[src/rtl/instr_fetch_unit_pkg.sv]
// Shared types for the instruction fetch unit: FSM states and the queued {pc, instr} entry.
package riscv_fetch_pkg;
  localparam int          INSTR_W   = 32;
  localparam logic [31:0] RISCV_NOP = 32'h0000_0013;

  typedef enum logic [1:0] {IDLE, RUN, FAULT} fetch_state_t;

  typedef struct packed {
    logic [INSTR_W-1:0] pc;
    logic [INSTR_W-1:0] instr;
  } fetch_entry_t;
endpackage

[src/rtl/instr_fetch_unit_if.sv]
// Instruction-memory request path plus the decode-side valid/ready handshake.
interface instr_fetch_unit_if;
  import riscv_fetch_pkg::*;
  logic [INSTR_W-1:0] imem_addr;
  logic [INSTR_W-1:0] imem_instr;
  logic               if_valid;
  logic               if_ready;
  logic [INSTR_W-1:0] if_pc;
  logic [INSTR_W-1:0] if_instr;

  modport master (output imem_addr, input imem_instr,
                  output if_valid, input if_ready, output if_pc, output if_instr);
  modport slave  (input imem_addr, output imem_instr,
                  input if_valid, output if_ready, input if_pc, input if_instr);
endinterface

[src/rtl/instr_fetch_unit_queue.sv]
// Synchronous FIFO of fetch entries; flush empties it and overrides push/pop in the same cycle.
module fetch_queue
  import riscv_fetch_pkg::*;
#(
  parameter int DEPTH = 2
) (
  input  logic         clk,
  input  logic         rst,
  input  logic         push,
  input  logic         pop,
  input  logic         flush,
  input  fetch_entry_t wr_entry,
  output fetch_entry_t head,
  output logic         full,
  output logic         empty
);
  localparam int PTR_W = $clog2(DEPTH);
  localparam int CNT_W = $clog2(DEPTH + 1);

  fetch_entry_t     r_mem [DEPTH];
  logic [PTR_W-1:0] r_wr_ptr, r_rd_ptr;
  logic [CNT_W-1:0] r_count;
  logic             w_push, w_pop;

  assign full   = (r_count == CNT_W'(DEPTH));
  assign empty  = (r_count == '0);
  assign w_pop  = pop && !empty;
  // A full queue may still accept when the head leaves in the same cycle.
  assign w_push = push && (!full || w_pop);
  assign head   = r_mem[r_rd_ptr];

  always_ff @(posedge clk or posedge rst) begin
    if (rst) begin
      r_wr_ptr <= '0;
      r_rd_ptr <= '0;
      r_count  <= '0;
      for (int i = 0; i < DEPTH; i++) r_mem[i] <= '0;
    end else if (flush) begin
      r_wr_ptr <= r_rd_ptr;
      r_count  <= '0;
    end else begin
      if (w_push) begin
        r_mem[r_wr_ptr] <= wr_entry;
        r_wr_ptr        <= r_wr_ptr + PTR_W'(1);
      end
      if (w_pop) r_rd_ptr <= r_rd_ptr + PTR_W'(1);
      if (w_push && !w_pop)      r_count <= r_count + CNT_W'(1);
      else if (w_pop && !w_push) r_count <= r_count - CNT_W'(1);
    end
  end
endmodule

[src/rtl/instr_fetch_unit.sv]
// Fetch front end: PC register, run/idle/fault control and redirect handling ahead of the fetch queue.
module instr_fetch_unit
  import riscv_fetch_pkg::*;
#(
  parameter logic [31:0] RESET_PC    = 32'h0000_0000,
  parameter int          QUEUE_DEPTH = 2
) (
  input  logic                clk,
  input  logic                reset,
  input  logic                fetch_en,
  input  logic                redirect_valid,
  input  logic [31:0]         redirect_pc,
  output logic                fetch_fault,
  instr_fetch_unit_if.master  bus
);
  fetch_state_t r_state, w_state_nxt;
  logic [31:0]  r_fetch_pc;
  fetch_entry_t w_head, w_wr_entry;
  logic         w_full, w_empty, w_push, w_pop;
  logic         w_redir_ok, w_redir_bad;

  assign w_redir_bad = redirect_valid && (redirect_pc[1:0] != 2'b00);
  assign w_redir_ok  = redirect_valid && (redirect_pc[1:0] == 2'b00);
  assign w_pop       = !w_empty && bus.if_ready;
  // Any redirect, good or bad, suppresses the push of the now-stale fetch word.
  assign w_push      = (r_state == RUN) && fetch_en && !redirect_valid && (!w_full || w_pop);
  assign w_wr_entry  = '{pc: r_fetch_pc, instr: bus.imem_instr};

  always_comb begin
    w_state_nxt = r_state;
    case (r_state)
      IDLE:    if (fetch_en)  w_state_nxt = RUN;
      RUN:     if (!fetch_en) w_state_nxt = IDLE;
      default: w_state_nxt = FAULT;
    endcase
    if (w_redir_bad) w_state_nxt = FAULT;
  end

  always_ff @(posedge clk or posedge reset) begin
    if (reset) begin
      r_state    <= IDLE;
      r_fetch_pc <= RESET_PC;
    end else begin
      r_state <= w_state_nxt;
      if (w_redir_ok && r_state != FAULT) r_fetch_pc <= redirect_pc;
      else if (w_push)                    r_fetch_pc <= r_fetch_pc + 32'd4;
    end
  end

  fetch_queue #(.DEPTH(QUEUE_DEPTH)) u_queue (
    .clk      (clk),
    .rst      (reset),
    .push     (w_push),
    .pop      (w_pop),
    .flush    (redirect_valid),
    .wr_entry (w_wr_entry),
    .head     (w_head),
    .full     (w_full),
    .empty    (w_empty)
  );

  assign bus.imem_addr = r_fetch_pc;
  assign bus.if_valid  = !w_empty;
  assign bus.if_pc     = w_head.pc;
  assign bus.if_instr  = w_head.instr;
  assign fetch_fault   = (r_state == FAULT);
endmodule

[src/flat_wrapper.sv]
// flat-port wrapper written by rule: the top's interface ports become plain ports
module instr_fetch_unit_flat import riscv_fetch_pkg::*;
#(
  parameter logic [31:0] RESET_PC    = 32'h0000_0000,
  parameter int          QUEUE_DEPTH = 2
)
  (clk, reset, fetch_en, redirect_valid, redirect_pc, fetch_fault, bus_imem_addr, bus_imem_instr, bus_if_valid, bus_if_ready, bus_if_pc, bus_if_instr);
  instr_fetch_unit_if bus_i ();
  input  logic clk;
  input  logic reset;
  input  logic fetch_en;
  input  logic redirect_valid;
  input  logic [31:0] redirect_pc;
  output logic fetch_fault;
  output wire logic [$bits(bus_i.imem_addr)-1:0] bus_imem_addr;
  input wire logic [$bits(bus_i.imem_instr)-1:0] bus_imem_instr;
  output wire logic [$bits(bus_i.if_valid)-1:0] bus_if_valid;
  input wire logic [$bits(bus_i.if_ready)-1:0] bus_if_ready;
  output wire logic [$bits(bus_i.if_pc)-1:0] bus_if_pc;
  output wire logic [$bits(bus_i.if_instr)-1:0] bus_if_instr;
  assign bus_imem_addr = bus_i.imem_addr;
  assign bus_i.imem_instr = bus_imem_instr;
  assign bus_if_valid = bus_i.if_valid;
  assign bus_i.if_ready = bus_if_ready;
  assign bus_if_pc = bus_i.if_pc;
  assign bus_if_instr = bus_i.if_instr;
  instr_fetch_unit #(.RESET_PC(RESET_PC), .QUEUE_DEPTH(QUEUE_DEPTH)) u_core (.clk(clk), .reset(reset), .fetch_en(fetch_en), .redirect_valid(redirect_valid), .redirect_pc(redirect_pc), .fetch_fault(fetch_fault), .bus(bus_i));
endmodule
[config.mk]
export PLATFORM = sky130hd
export DESIGN_NAME = instr_fetch_unit_flat
export DESIGN_NICKNAME = d
export VERILOG_FILES = /design/src/rtl/instr_fetch_unit_pkg.sv /design/src/rtl/instr_fetch_unit_if.sv /design/src/rtl/instr_fetch_unit_queue.sv /design/src/rtl/instr_fetch_unit.sv /design/src/flat_wrapper.sv
export SDC_FILE = /design/constraint.sdc
export NUM_CORES = 1
export LEC_CHECK = 0
export ABC_CLOCK_PERIOD_IN_PS = 10000
export BUFFER_PORTS_ARGS = -buffer_cell sky130_fd_sc_hd__buf_2
export CAP_MARGIN = 0
export CORE_MARGIN = 4
export CORE_UTILIZATION = 25
export DETAILED_ROUTE_END_ITERATION = 10
export PLACE_DENSITY = 0.48
export SLEW_MARGIN = 20
export SYNTH_ARGS = -nofsm -noshare
export SYNTH_HDL_FRONTEND = slang
export SYNTH_SLANG_ARGS = --single-unit
[constraint.sdc]
create_clock -name clk -period 10 [get_ports clk]
set_clock_uncertainty 0.1 [all_clocks]
set_input_delay 0 -clock clk [delete_from_list [all_inputs] [get_ports clk]]
set_output_delay 0 -clock clk [all_outputs]
set_load 0.02 [all_outputs]
==> results.py <==
metrics = {
    "outcome": {
        "status": "finished clean",
    },
    "grt": {
        "antenna_found_initial": 0,
        "grt_pass1_vias": 5574,
        "use_met1": 0.173,
        "grtUsageTotal": 0.122,
        "use_met2": 0.191,
        "use_met3": 0.0277,
        "top_usage_layer": "met2",
        "grt_pass1_wl_um": 32200,
        "grt.overflow.total": 0,
        "grt_start_max_net_pins": 69,
    },
    "timing": {
        "min_period_ns": 2.92,
        "setup_viol": 0,
        "slew_viol_final": 0,
        "min_period_over_period": 0.292,
        "rsz0062_at_grt": "false",
        "hold_viol": 0,
        "worst_slack_ns": 7.08,
        "relSlewSlack": 0.286,
        "tightest_slew_ns": 1.07,
        "max_freq_mhz": 343,
        "final.setup.tns_ns": 0,
    },
    "clock_tree": {
        "cts_tree": "done",
        "cts.sinks": 166,
        "cts_buffer_depth": 2,
        "post_cts_buffers": 0,
        "h-tree-depth": 4,
        "clkSlewWorstSetupHoldPaths_ns": 0.07,
        "clk_latency_ns": 0.42,
        "numCtsBuffers": 17,
        "cts_root_buf": "clkbuf_16",
    },
    "synthesis": {
        "synth_flop_cell": "dfrtp_1",
        "synth_edf_count": 0,
        "synth_top_area_cell": "dfrtp_1",
        "synth_seq_area_share": 0.548,
        "ys_types": 41,
        "synth_most_common_cell": "mux2_2",
        "yosys_warnings": 0,
        "syn_avg_cell_area_sq_um": 13.2,
        "yosys-top-cells-count": "190 x mux2_2, 166 x dfrtp_1, 39 x nand2_1",
        "synth_seq_cells": 166,
        "syn_inst": 573,
        "ys_top_cells_by_area": "dfrtp_1 55%, mux2_2 28%, nand2_1 1.9%",
        "syn_nets": 643,
        "ys_async_sr_fraction": 1.00,
        "synth_area_sq_um": 7580,
        "synth_top_area_share": 0.548,
    },
    "drt": {
        "vias": 5272,
        "drt-total-wl_um": 19800,
        "drtAntennaViolNets": 0,
        "drt-vias-per-instance": 4.38,
        "wl_per_cell_um": 16.5,
        "drt_iter0_markers": 181,
        "drt_pass1_iterations": 5,
        "drcViolationCount": 0,
    },
    "setup_path": {
        "max_stage_delay_ns": 0.76,
        "worst-path-buf-inv": 1,
        "r2r_start": "u_core.r_state[1]$_DFFE_PP0P_",
        "endpoint_kind": "register",
        "path_max_fanout": 50,
        "critPathRequiredTime_ns": 10.20,
        "critical-path-top-delay-family": "simple AND/OR/NAND/NOR gates",
        "crit_slowest_cell": "buf_4",
        "path_cells": "nand4bb_4, nor3_4, buf_4, mux2_2",
        "crit_type": "register to register",
        "worstSetupStartpointType": "register",
        "cp-startpoint": "u_core.r_state[1]$_DFFE_PP0P_",
        "critical_path_arrival_ns": 3.12,
    },
    "die": {
        "core_area_sq_um": 29800,
        "row_count": 63,
        "dieHeight_um": 182,
        "io_pins": 167,
        "die_w_um": 182,
        "dieArea_sq_um": 33200,
        "start_util": 0.255,
    },
    "power_and_ir_drop": {
        "p_per_area_nw_per_um2": 148,
        "ir_drop_mv": 0.0916,
        "totalPowerFinal_w": 0.00150,
        "power_leakage_nw": 5.04,
    },
    "cells_and_area": {
        "stdcell_count": 1204,
        "finalNetCount": 871,
        "final_layout_size_suffix_gt1_frac": 0.499,
        "synthToLayoutAreaGrowth_pct": 33.0,
        "diodes": 0,
    },
    "placed_design": {
        "place_congestion": 0.688,
        "hpwl_um": 12700,
        "place.port_buffers": 166,
        "pre_cts_ws_ns": 7.04,
        "place_inst": 1102,
    },
    "job": {
        "cap_viol_max_count": 0,
    },
    "worst_hold_path": {
        "min_path_type": "input port to asynchronous set/reset pin",
    },
}
==> layer usage <==
metal / share of wire / routed length [um]
met3: 0.045 / 894
met5: 0 / 0
met2: 0.46 / 9070
met1: 0.49 / 9700
met4: 0.0090 / 179
==> what timing repair did <==
item | in CTS | in global routing
hold buffers | 70 | 0
gates resized for setup | 0 | 0
endpoints found under the hold margin | 160 | 0
==> cell usage in the layout (no fill, tap or decap), drive strengths merged, types with 4 or more instances in the layout <==
cell type,n
dlygate4sd3,70
buf,169
nand3,11
nor2,11
xnor2,15
nor3,9
clkinv,4
inv,14
xor2,12
or4,5
mux2,190
nand4,11
and3,6
clkbuf,18
dfrtp,166
nand2,39
o21ai,32
==> final timing paths <==
check,slack [ns],end,depth (start not counted)
max,7.08,u_core.u_queue.r_mem[79]$_DFFE_PP0P_,4
min,0.11,u_core.u_queue.r_mem[22]$_DFFE_PP0P_,3
max reg2reg,7.08,u_core.u_queue.r_mem[79]$_DFFE_PP0P_,4
min reg2reg,0.39,u_core.u_queue.r_mem[40]$_DFFE_PP0P_,2
max in group asynchronous,8.32,u_core.u_queue.r_rd_ptr$_DFFE_PP0P_,4
min in group clk,0.17,u_core.bus.imem_addr[29]$_DFFE_PP0P_,4
==> power breakdown <==
part	internal (W)	switching [W]
sequential	0.000688	0.0000284
clock	0.000358	0.000298
combinational	0.0000582	0.0000654
==> cells by family after synthesis <==
logic type                 synth area share
xor gates and xnor gates             0.0312
and+or+nand+nor                      0.0822
buffers and inverters                0.0234
muxes                                 0.286
adders and majority gates           0.00165
AOI/OAI and AO/OA                    0.0279
DFF                                   0.548
==> state kept, by name, indices dropped and copies added (netlist names) <==
signal                   count
u_core.bus.imem_addr        32
u_core.r_state               2
u_core.u_queue.r_wr_ptr      1
u_core.u_queue.r_count       2
u_core.u_queue.r_rd_ptr      1
u_core.u_queue.r_mem       128
==> through the flow <==
step	hold WS, ns	cell area (sq um)	utilization
global route	0.154	10100	0.339
global placement	0.0302	8800	0.295
floorplan	-0.0332	7580	-
detailed placement	0.0289	8810	0.296
CTS	0.110	10100	0.339
finish	0.105	10100	0.339
==> layout make-up <==
type,instances,area [sq um]
tap,390,488
sequential,166,4160
inverter,7,31.3
multi-input combinational,370,3280
fill,3050,19700
clock buffer,18,439
timing repair buffer,239,1550
clock inverter,14,141
==> worst min-delay path: stages <==
cell	delay [ns]
dlygate4sd3_1	0.53
buf_2	0.14
inv_6	0.41
Note: power is estimated with default switching activity, not from simulation.
